==> src/rtl/uart_rx_oversampled_if.sv <==
`default_nettype none
// ============================================================================
// Module      : uart_rx_oversampled_if
// Description : Serial-line and received-word bundle for the oversampled UART
//               receiver. The slave side is the receiver itself.
// Revision    : 1.0 - initial release
// ============================================================================
interface uart_rx_oversampled_if #(
    parameter int DATA_BITS = 8
);
    logic                 sample_tick;
    logic                 rx;
    logic [DATA_BITS-1:0] rx_data;
    logic                 rx_valid;
    logic                 framing_error;
    logic                 busy;

    modport master (
        output sample_tick,
        output rx,
        input  rx_data,
        input  rx_valid,
        input  framing_error,
        input  busy
    );

    modport slave (
        input  sample_tick,
        input  rx,
        output rx_data,
        output rx_valid,
        output framing_error,
        output busy
    );
endinterface
`default_nettype wire

==> src/rtl/uart_rx_oversampled.sv <==
`default_nettype none
// ============================================================================
// Module      : uart_rx_oversampled
// Description : Oversampled UART receiver, one start / DATA_BITS data (LSB
//               first) / one stop bit, with framing-error and break handling.
// Revision    : 1.0 - initial release
// ============================================================================
module uart_rx_oversampled #(
    parameter int DATA_BITS   = 8,
    parameter int SAMPLE_RATE = 16
) (
    input wire logic              clk,
    input wire logic              rst,
    uart_rx_oversampled_if.slave  bus
);
    localparam int c_cnt_w = $clog2(SAMPLE_RATE);
    localparam int c_bit_w = $clog2(DATA_BITS + 1);

    localparam logic [c_cnt_w-1:0] c_cnt_one   = c_cnt_w'(1);
    localparam logic [c_cnt_w-1:0] c_half_last = c_cnt_w'(SAMPLE_RATE / 2 - 1);
    localparam logic [c_cnt_w-1:0] c_full_last = c_cnt_w'(SAMPLE_RATE - 1);
    localparam logic [c_bit_w-1:0] c_bit_one   = c_bit_w'(1);
    localparam logic [c_bit_w-1:0] c_last_bit  = c_bit_w'(DATA_BITS - 1);

    typedef enum logic [2:0] {
        S_IDLE  = 3'd0,
        S_START = 3'd1,
        S_DATA  = 3'd2,
        S_STOP  = 3'd3,
        S_BREAK = 3'd4
    } state_t;

    state_t               r_state;
    logic                 r_rx_meta;
    logic                 r_rx_sync;
    logic [c_cnt_w-1:0]   r_sample_cnt;
    logic [c_bit_w-1:0]   r_bit_cnt;
    logic [DATA_BITS-1:0] r_shift;
    logic [DATA_BITS-1:0] r_rx_data;
    logic                 r_rx_valid;
    logic                 r_framing_error;
    logic                 w_rx;

    // Presetting to 1 keeps the idle-high line from looking like a start edge
    always_ff @(posedge clk or posedge rst) begin
        if (rst) begin
            r_rx_meta <= 1'b1;
            r_rx_sync <= 1'b1;
        end else begin
            r_rx_meta <= bus.rx;
            r_rx_sync <= r_rx_meta;
        end
    end

    assign w_rx = r_rx_sync;

    always_ff @(posedge clk or posedge rst) begin
        if (rst) begin
            r_state         <= S_IDLE;
            r_sample_cnt    <= '0;
            r_bit_cnt       <= '0;
            r_shift         <= '0;
            r_rx_data       <= '0;
            r_rx_valid      <= 1'b0;
            r_framing_error <= 1'b0;
        end else begin
            r_rx_valid      <= 1'b0;
            r_framing_error <= 1'b0;
            if (bus.sample_tick) begin
                case (r_state)
                    S_IDLE: begin
                        if (!w_rx) begin
                            r_state      <= S_START;
                            r_sample_cnt <= '0;
                        end
                    end
                    S_START: begin
                        // Re-check the line at the centre of the start bit to reject glitches
                        if (r_sample_cnt == c_half_last) begin
                            r_sample_cnt <= '0;
                            r_bit_cnt    <= '0;
                            r_state      <= w_rx ? S_IDLE : S_DATA;
                        end else begin
                            r_sample_cnt <= r_sample_cnt + c_cnt_one;
                        end
                    end
                    S_DATA: begin
                        if (r_sample_cnt == c_full_last) begin
                            r_sample_cnt <= '0;
                            r_shift      <= {w_rx, r_shift[DATA_BITS-1:1]};
                            if (r_bit_cnt == c_last_bit) begin
                                r_bit_cnt <= '0;
                                r_state   <= S_STOP;
                            end else begin
                                r_bit_cnt <= r_bit_cnt + c_bit_one;
                            end
                        end else begin
                            r_sample_cnt <= r_sample_cnt + c_cnt_one;
                        end
                    end
                    S_STOP: begin
                        if (r_sample_cnt == c_full_last) begin
                            r_sample_cnt <= '0;
                            if (w_rx) begin
                                r_rx_data  <= r_shift;
                                r_rx_valid <= 1'b1;
                                r_state    <= S_IDLE;
                            end else begin
                                r_framing_error <= 1'b1;
                                r_state         <= S_BREAK;
                            end
                        end else begin
                            r_sample_cnt <= r_sample_cnt + c_cnt_one;
                        end
                    end
                    S_BREAK: begin
                        // A held-low line must go high before another frame is accepted
                        if (w_rx) begin
                            r_state <= S_IDLE;
                        end
                    end
                    default: begin
                        r_state <= S_IDLE;
                    end
                endcase
            end
        end
    end

    assign bus.rx_data       = r_rx_data;
    assign bus.rx_valid      = r_rx_valid;
    assign bus.framing_error = r_framing_error;
    assign bus.busy          = (r_state != S_IDLE);

endmodule
`default_nettype wire

==> src/flat_wrapper.sv <==
// flat-port wrapper written by rule: the top's interface ports become plain ports
module uart_rx_oversampled_flat 
#(
    parameter int DATA_BITS   = 8,
    parameter int SAMPLE_RATE = 16
)
  (clk, rst, bus_sample_tick, bus_rx, bus_rx_data, bus_rx_valid, bus_framing_error, bus_busy);
  uart_rx_oversampled_if #(.DATA_BITS(DATA_BITS)) bus_i ();
  input wire logic clk;
  input wire logic rst;
  input wire logic [$bits(bus_i.sample_tick)-1:0] bus_sample_tick;
  input wire logic [$bits(bus_i.rx)-1:0] bus_rx;
  output wire logic [$bits(bus_i.rx_data)-1:0] bus_rx_data;
  output wire logic [$bits(bus_i.rx_valid)-1:0] bus_rx_valid;
  output wire logic [$bits(bus_i.framing_error)-1:0] bus_framing_error;
  output wire logic [$bits(bus_i.busy)-1:0] bus_busy;
  assign bus_i.sample_tick = bus_sample_tick;
  assign bus_i.rx = bus_rx;
  assign bus_rx_data = bus_i.rx_data;
  assign bus_rx_valid = bus_i.rx_valid;
  assign bus_framing_error = bus_i.framing_error;
  assign bus_busy = bus_i.busy;
  uart_rx_oversampled #(.DATA_BITS(DATA_BITS), .SAMPLE_RATE(SAMPLE_RATE)) u_core (.clk(clk), .rst(rst), .bus(bus_i));
endmodule
==> config.mk <==
export PLATFORM = sky130hd
export DESIGN_NAME = uart_rx_oversampled_flat
export DESIGN_NICKNAME = d
export VERILOG_FILES = /design/src/rtl/uart_rx_oversampled_if.sv /design/src/rtl/uart_rx_oversampled.sv /design/src/flat_wrapper.sv
export SDC_FILE = /design/constraint.sdc
export NUM_CORES = 1
export LEC_CHECK = 0
export CORE_ASPECT_RATIO = 0.9
export CORE_UTILIZATION = 25
export CTS_CLUSTER_SIZE = 24
export DETAILED_ROUTE_END_ITERATION = 8
export DONT_BUFFER_PORTS = 1
export PLACE_DENSITY_LB_ADDON = 0.12
export SLEW_MARGIN = 20
export SYNTH_ARGS = -nofsm -noshare
export SYNTH_HDL_FRONTEND = slang
export SYNTH_SLANG_ARGS = --single-unit
export TNS_END_PERCENT = 30
==> constraint.sdc <==
create_clock -name clk -period 3.7 [get_ports clk]
set_clock_uncertainty 0.1 [all_clocks]
set_input_delay 0.37 -clock clk [delete_from_list [all_inputs] [get_ports clk]]
set_output_delay 0.37 -clock clk [all_outputs]
set_load 0.01 [all_outputs]
# Word-level counts from Yosys, hierarchy flattened
# Cells that the tools add are included.
# classes
addsub	2
eq_ne	13
n_reduce_logical	10
n_mux	25
# op_table
cell	count
$mux W4	6
$mux W3	7
$pmux W3 S5	1
$pmux W4 S3	1
$ne A2 B1 Y1 const B	5
$add A4 B1 Y4 const B	2
$eq A4 B3 Y1 const B	2
$mux W1	8
$pmux W4 S2	1
$reduce_and A4 Y1	2
$reduce_and A7 Y1	1
$eq A3 B2 Y1 const B	2
$reduce_and A3 Y1	2
$reduce_bool A3 Y1	2
$eq A4 B4 Y1 const B	1
$eq A3 B1 Y1 const B	1
$eq A3 B3 Y1 const B	1
$logic_not A3 Y1	1
$mux W2	1
$ne A2 B2 Y1 const B	1
$reduce_bool A2 Y1	1
$reduce_or A2 Y1	1
# word_totals
register_bits	31
inputBits	4
word_cells	59
output_inout_bits	11

# Longest topological paths before layout
# logic_depth
depth_word	4
ltp_mapped	6
mapped_depth_nobuf	5

# Worst setup path before layout
# No wires, ideal clock.
# synth_path
path_type	reg2reg
startpoint	register u_core.r_state[2]
endpoint	register u_core.r_shift[0]
stages_incl_launch_ff	7
arrival_ns	1.682
period_less_slack_ns	1.906
t_required_ns	3.475
path_buffers	3
slack_ns	1.794
setup_ns	0.125
path_cell_list	dfrtp_1 > clkbuf_1 > or3b_2 > clkbuf_1 > nor2b_1 > buf_4 > mux2_2
# synth_via
elab_chain_cells	2
# synth_rtl
element	line	rtl
from (decl)	uart_rx_oversampled.sv:33	state_t r_state;
from (signal assigned)	uart_rx_oversampled.sv:82	r_state <= w_rx ? S_IDLE : S_DATA;
$eq A3 B2 Y1	uart_rx_oversampled.sv:70	case (r_state)
$reduce_and A3 Y1 (no line)	--	
to (signal assigned)	uart_rx_oversampled.sv:90	r_shift <= {w_rx, r_shift[DATA_BITS-1:1]};
to (decl)	uart_rx_oversampled.sv:38	logic [DATA_BITS-1:0] r_shift;
# Every way passes these cells.
# A chain may end at the register's enable or synchronous reset.

# Worst setup path after layout
# layout_path
startpoint	register u_core.r_state[1]
endpoint	register u_core.r_shift[7]
# The elaborated chain is that of the path after synthesis.

==> metrics.txt <==
status=finished, final reports clean; design area=1610 µm²; Worst Setup End Kind=flip-flop; largest net degree at the start of global routing=20; DIE AREA=5950 µm²; sequential area share after synthesis=around 55%; Max-slew headroom=a little over half; pre-CTS setup slack=about 1.4 ns; placed inst area=~1500 µm²; Netlist cell types=37; DRC Markers=0; Comb pwr share=between 15 and 20%; Power Dens Cells=a little under 600 nW/µm²; drt first pass iters=4; WL/cell=roughly 14 µm; setup TNS=0 ns; FP Rows=25; DRT antenna net count=0; internal power=681 µW; Tcrit/Tclk final=62.3%; Routed Wire Length=2680 µm; Tmin final=between 2 and 2.5 ns; GRT Resource Usage Total=a little over a tenth; # IOs=15; final hold vios=0; Net Sw Frac=between 20% and 30%; total power=931 µW; cts hold-fix bufs=2; Die X=around 80 µm; Post-CTS Setup Repair Bufs=0; Worst Path Required=between 3 and 4 ns; syn nets=123; Seq pwr share=a little under half; Detailed Route Iter0 Violations=between 40 and 50; Synth Register Bits=31; fillers=around 540; Hold WS=0.193 ns; fin nets=roughly 130; Least-Margin Pin Slew=approximately 0.7 ns; CTS tree=done; Final setup viols=0; Port Buf Inserts=0; Clock transition at path regs=about 0.070 ns; Area growth syn-to-layout=13.9%; MaxCap Viol Count=0; Vias=slightly below 900; H-tree depth=2; crit start category=flip-flop; RSZ-0062 raised after global routing=false; clock share of power=a little under two fifths; Resized cells post-CTS=0; CP arrival=between 2 and 2.5 ns; DP Wirelength=roughly 1900 µm; final worst slack=between 1 and 1.5 ns; CP Class=reg2reg; Core Util, Final=between 30% and 40%; CTS Buf Count=5; vias in the first global route=867; Routability Congestion=~0.71; Clock Latency Late Sink=between 0.2 and 0.3 ns; share of cells above drive strength 1=27.9%; Cell Area, Synth=~1400 µm²; vias per cell=about 4.6; P_sw=~250 µW; clk buf depth=2; Max VDD drop=approximately 0.00015 V; remaining global-route overflow=0; Post-Synthesis Cells=about 120; worst hold path class=in2reg; Avg Inst Size Synth=~12 µm²; ANT cells=0; Initial Util=26.4%; Die Ht=between 70 and 80 µm; initial antenna violation count=0; Inst Count DP=179; clk root buf=clkbuf_8; Ys Warns=0; final cell count without fillers=around 190; clock sinks=31; Core ar.=~5300 µm²; critical path fanouts, max=12; fmax=434 MHz; Leak=roughly 0.75 nW; Final Max Tran Viols=0; first-pass GRT wire length=about 4800 µm
kinds of logic (layout without fill, tap and decap cells):
logic type	Yosys count	count (layout)	synth area share (%)
and+or+nand+nor	29	29	11.3
DFF	31	31	55.1
xor gates and xnor gates	2	2	1.24
AOI/OAI and AO/OA	18	18	10.0
muxes	20	20	15.8
adders and majority gates	2	2	1.77
buffers and inverters	15	20	4.70
critical path, stage by stage, from the launching register on:
cell and delay (ns):
dfrtp_1 0.54, or3b_2 0.56, nor2b_1 0.58, mux2_2 0.41
power groups by stage:
| stage | Combinational (mW) | Sequential (mW) | Clock, mW |
|---|---|---|---|
| CTS | 0.148 | 0.440 | 0.361 |
| detailed placement | 0.145 | 0.447 | 0 |
| floorplan | 0.128 | 0.429 | 0 |
| finish | 0.146 | 0.440 | 0.346 |
| global placement | 0.144 | 0.446 | 0 |
| global route | 0.172 | 0.448 | 0.376 |
worst paths after layout:
check / from / to / slack, ns / depth (start not counted)
setup / recovery: u_core.r_state[1]$_DFFE_PP0P_ / u_core.r_shift[7]$_DFFE_PP0P_ / 1.39 / 3
hold / removal: bus_sample_tick / u_core.r_state[2]$_DFFE_PP0P_ / 0.19 / 2
setup reg to reg: u_core.r_state[1]$_DFFE_PP0P_ / u_core.r_shift[7]$_DFFE_PP0P_ / 1.39 / 3
hold reg to reg: u_core.r_rx_meta$_DFF_PP1_ / u_core.r_rx_sync$_DFF_PP1_ / 0.26 / 0
max in group asynchronous: rst / u_core.r_rx_sync$_DFF_PP1_ / 2.32 / 3
min in group asynchronous: rst / u_core.bus.rx_valid$_DFF_PP0_ / 0.46 / 2
cells in the final DEF, fill, tap and decap left out, types with 3 or more instances in the layout:
master    count
clkbuf_8      6
dfrtp_1      29
inv_1         9
nand2_1       4
o21ai_0       6
nor2_1        6
mux2_2       18
nor3_1        3
nand3_1       4
sequential cells by signal, summed over array words and instances (netlist names):
signal and count:
u_core.bus.framing_error 1, u_core.bus.rx_data 8, u_core.bus.rx_valid 1, u_core.r_bit_cnt 4, u_core.r_rx_meta 1, u_core.r_rx_sync 1, u_core.r_sample_cnt 4, u_core.r_shift 8
u_core.r_state 3
routing by layer:
metal	GRT usage, %	routed length, µm	up-vias
li1	-	-	417
met1	15.4	1360	438
met2	14.6	1130	14
met3	3.73	122	8
met4	5.95	67	0
met5	0	0	-
cell type report:
type / instances / area [µm²] / share of cell area [%]
clock inverters: 2 / 35.0 / 2.18
well taps: 67 / 83.8 / 5.21
flip-flops and latches: 31 / 778 / 48.4
repair buffers: 3 / 27.5 / 1.71
multi-input cells: 71 / 567 / 35.3
inverters: 9 / 33.8 / 2.10
clock buffers: 6 / 82.6 / 5.14
cells in the mapped netlist:
cell       instances  area (µm²)
ha_1               2        25.0
or3b_2             1        8.76
a211o_1            1        8.76
nand3_1            4        20.0
mux2_2            18         203
and3_1             1        6.26
clkbuf_1           2        7.51
a21oi_1            2        10.0
o22ai_1            1        6.26
a31oi_1            1        6.26
nor3_1             3        15.0
a21boi_0           1        7.51
nor2b_1            2        12.5
a2111oi_4          1        27.5
nor2_1             6        22.5
nand2b_1           1        6.26
a21o_1             1        7.51
nand4_1            1        6.26
and4_1             1        8.76
or3_1              1        6.26
o21ai_0            6        30.0
a22o_1             1        8.76
dfstp_2            2        52.6
or3b_4             1        11.3
o21ai_1            1        5.00
o2bb2ai_1          1        8.76
buf_2              2        10.0
mux2i_1            2        20.0
or2_2              1        6.26
nand2_1            4        15.0
dfrtp_1           29         726
nand3b_1           1        7.51
inv_1              9        33.8
nor3b_1            1        7.51
buf_4              2        15.0
a311oi_2           1        15.0
xnor2_1            2        17.5
(Power assumes the default switching activity.)
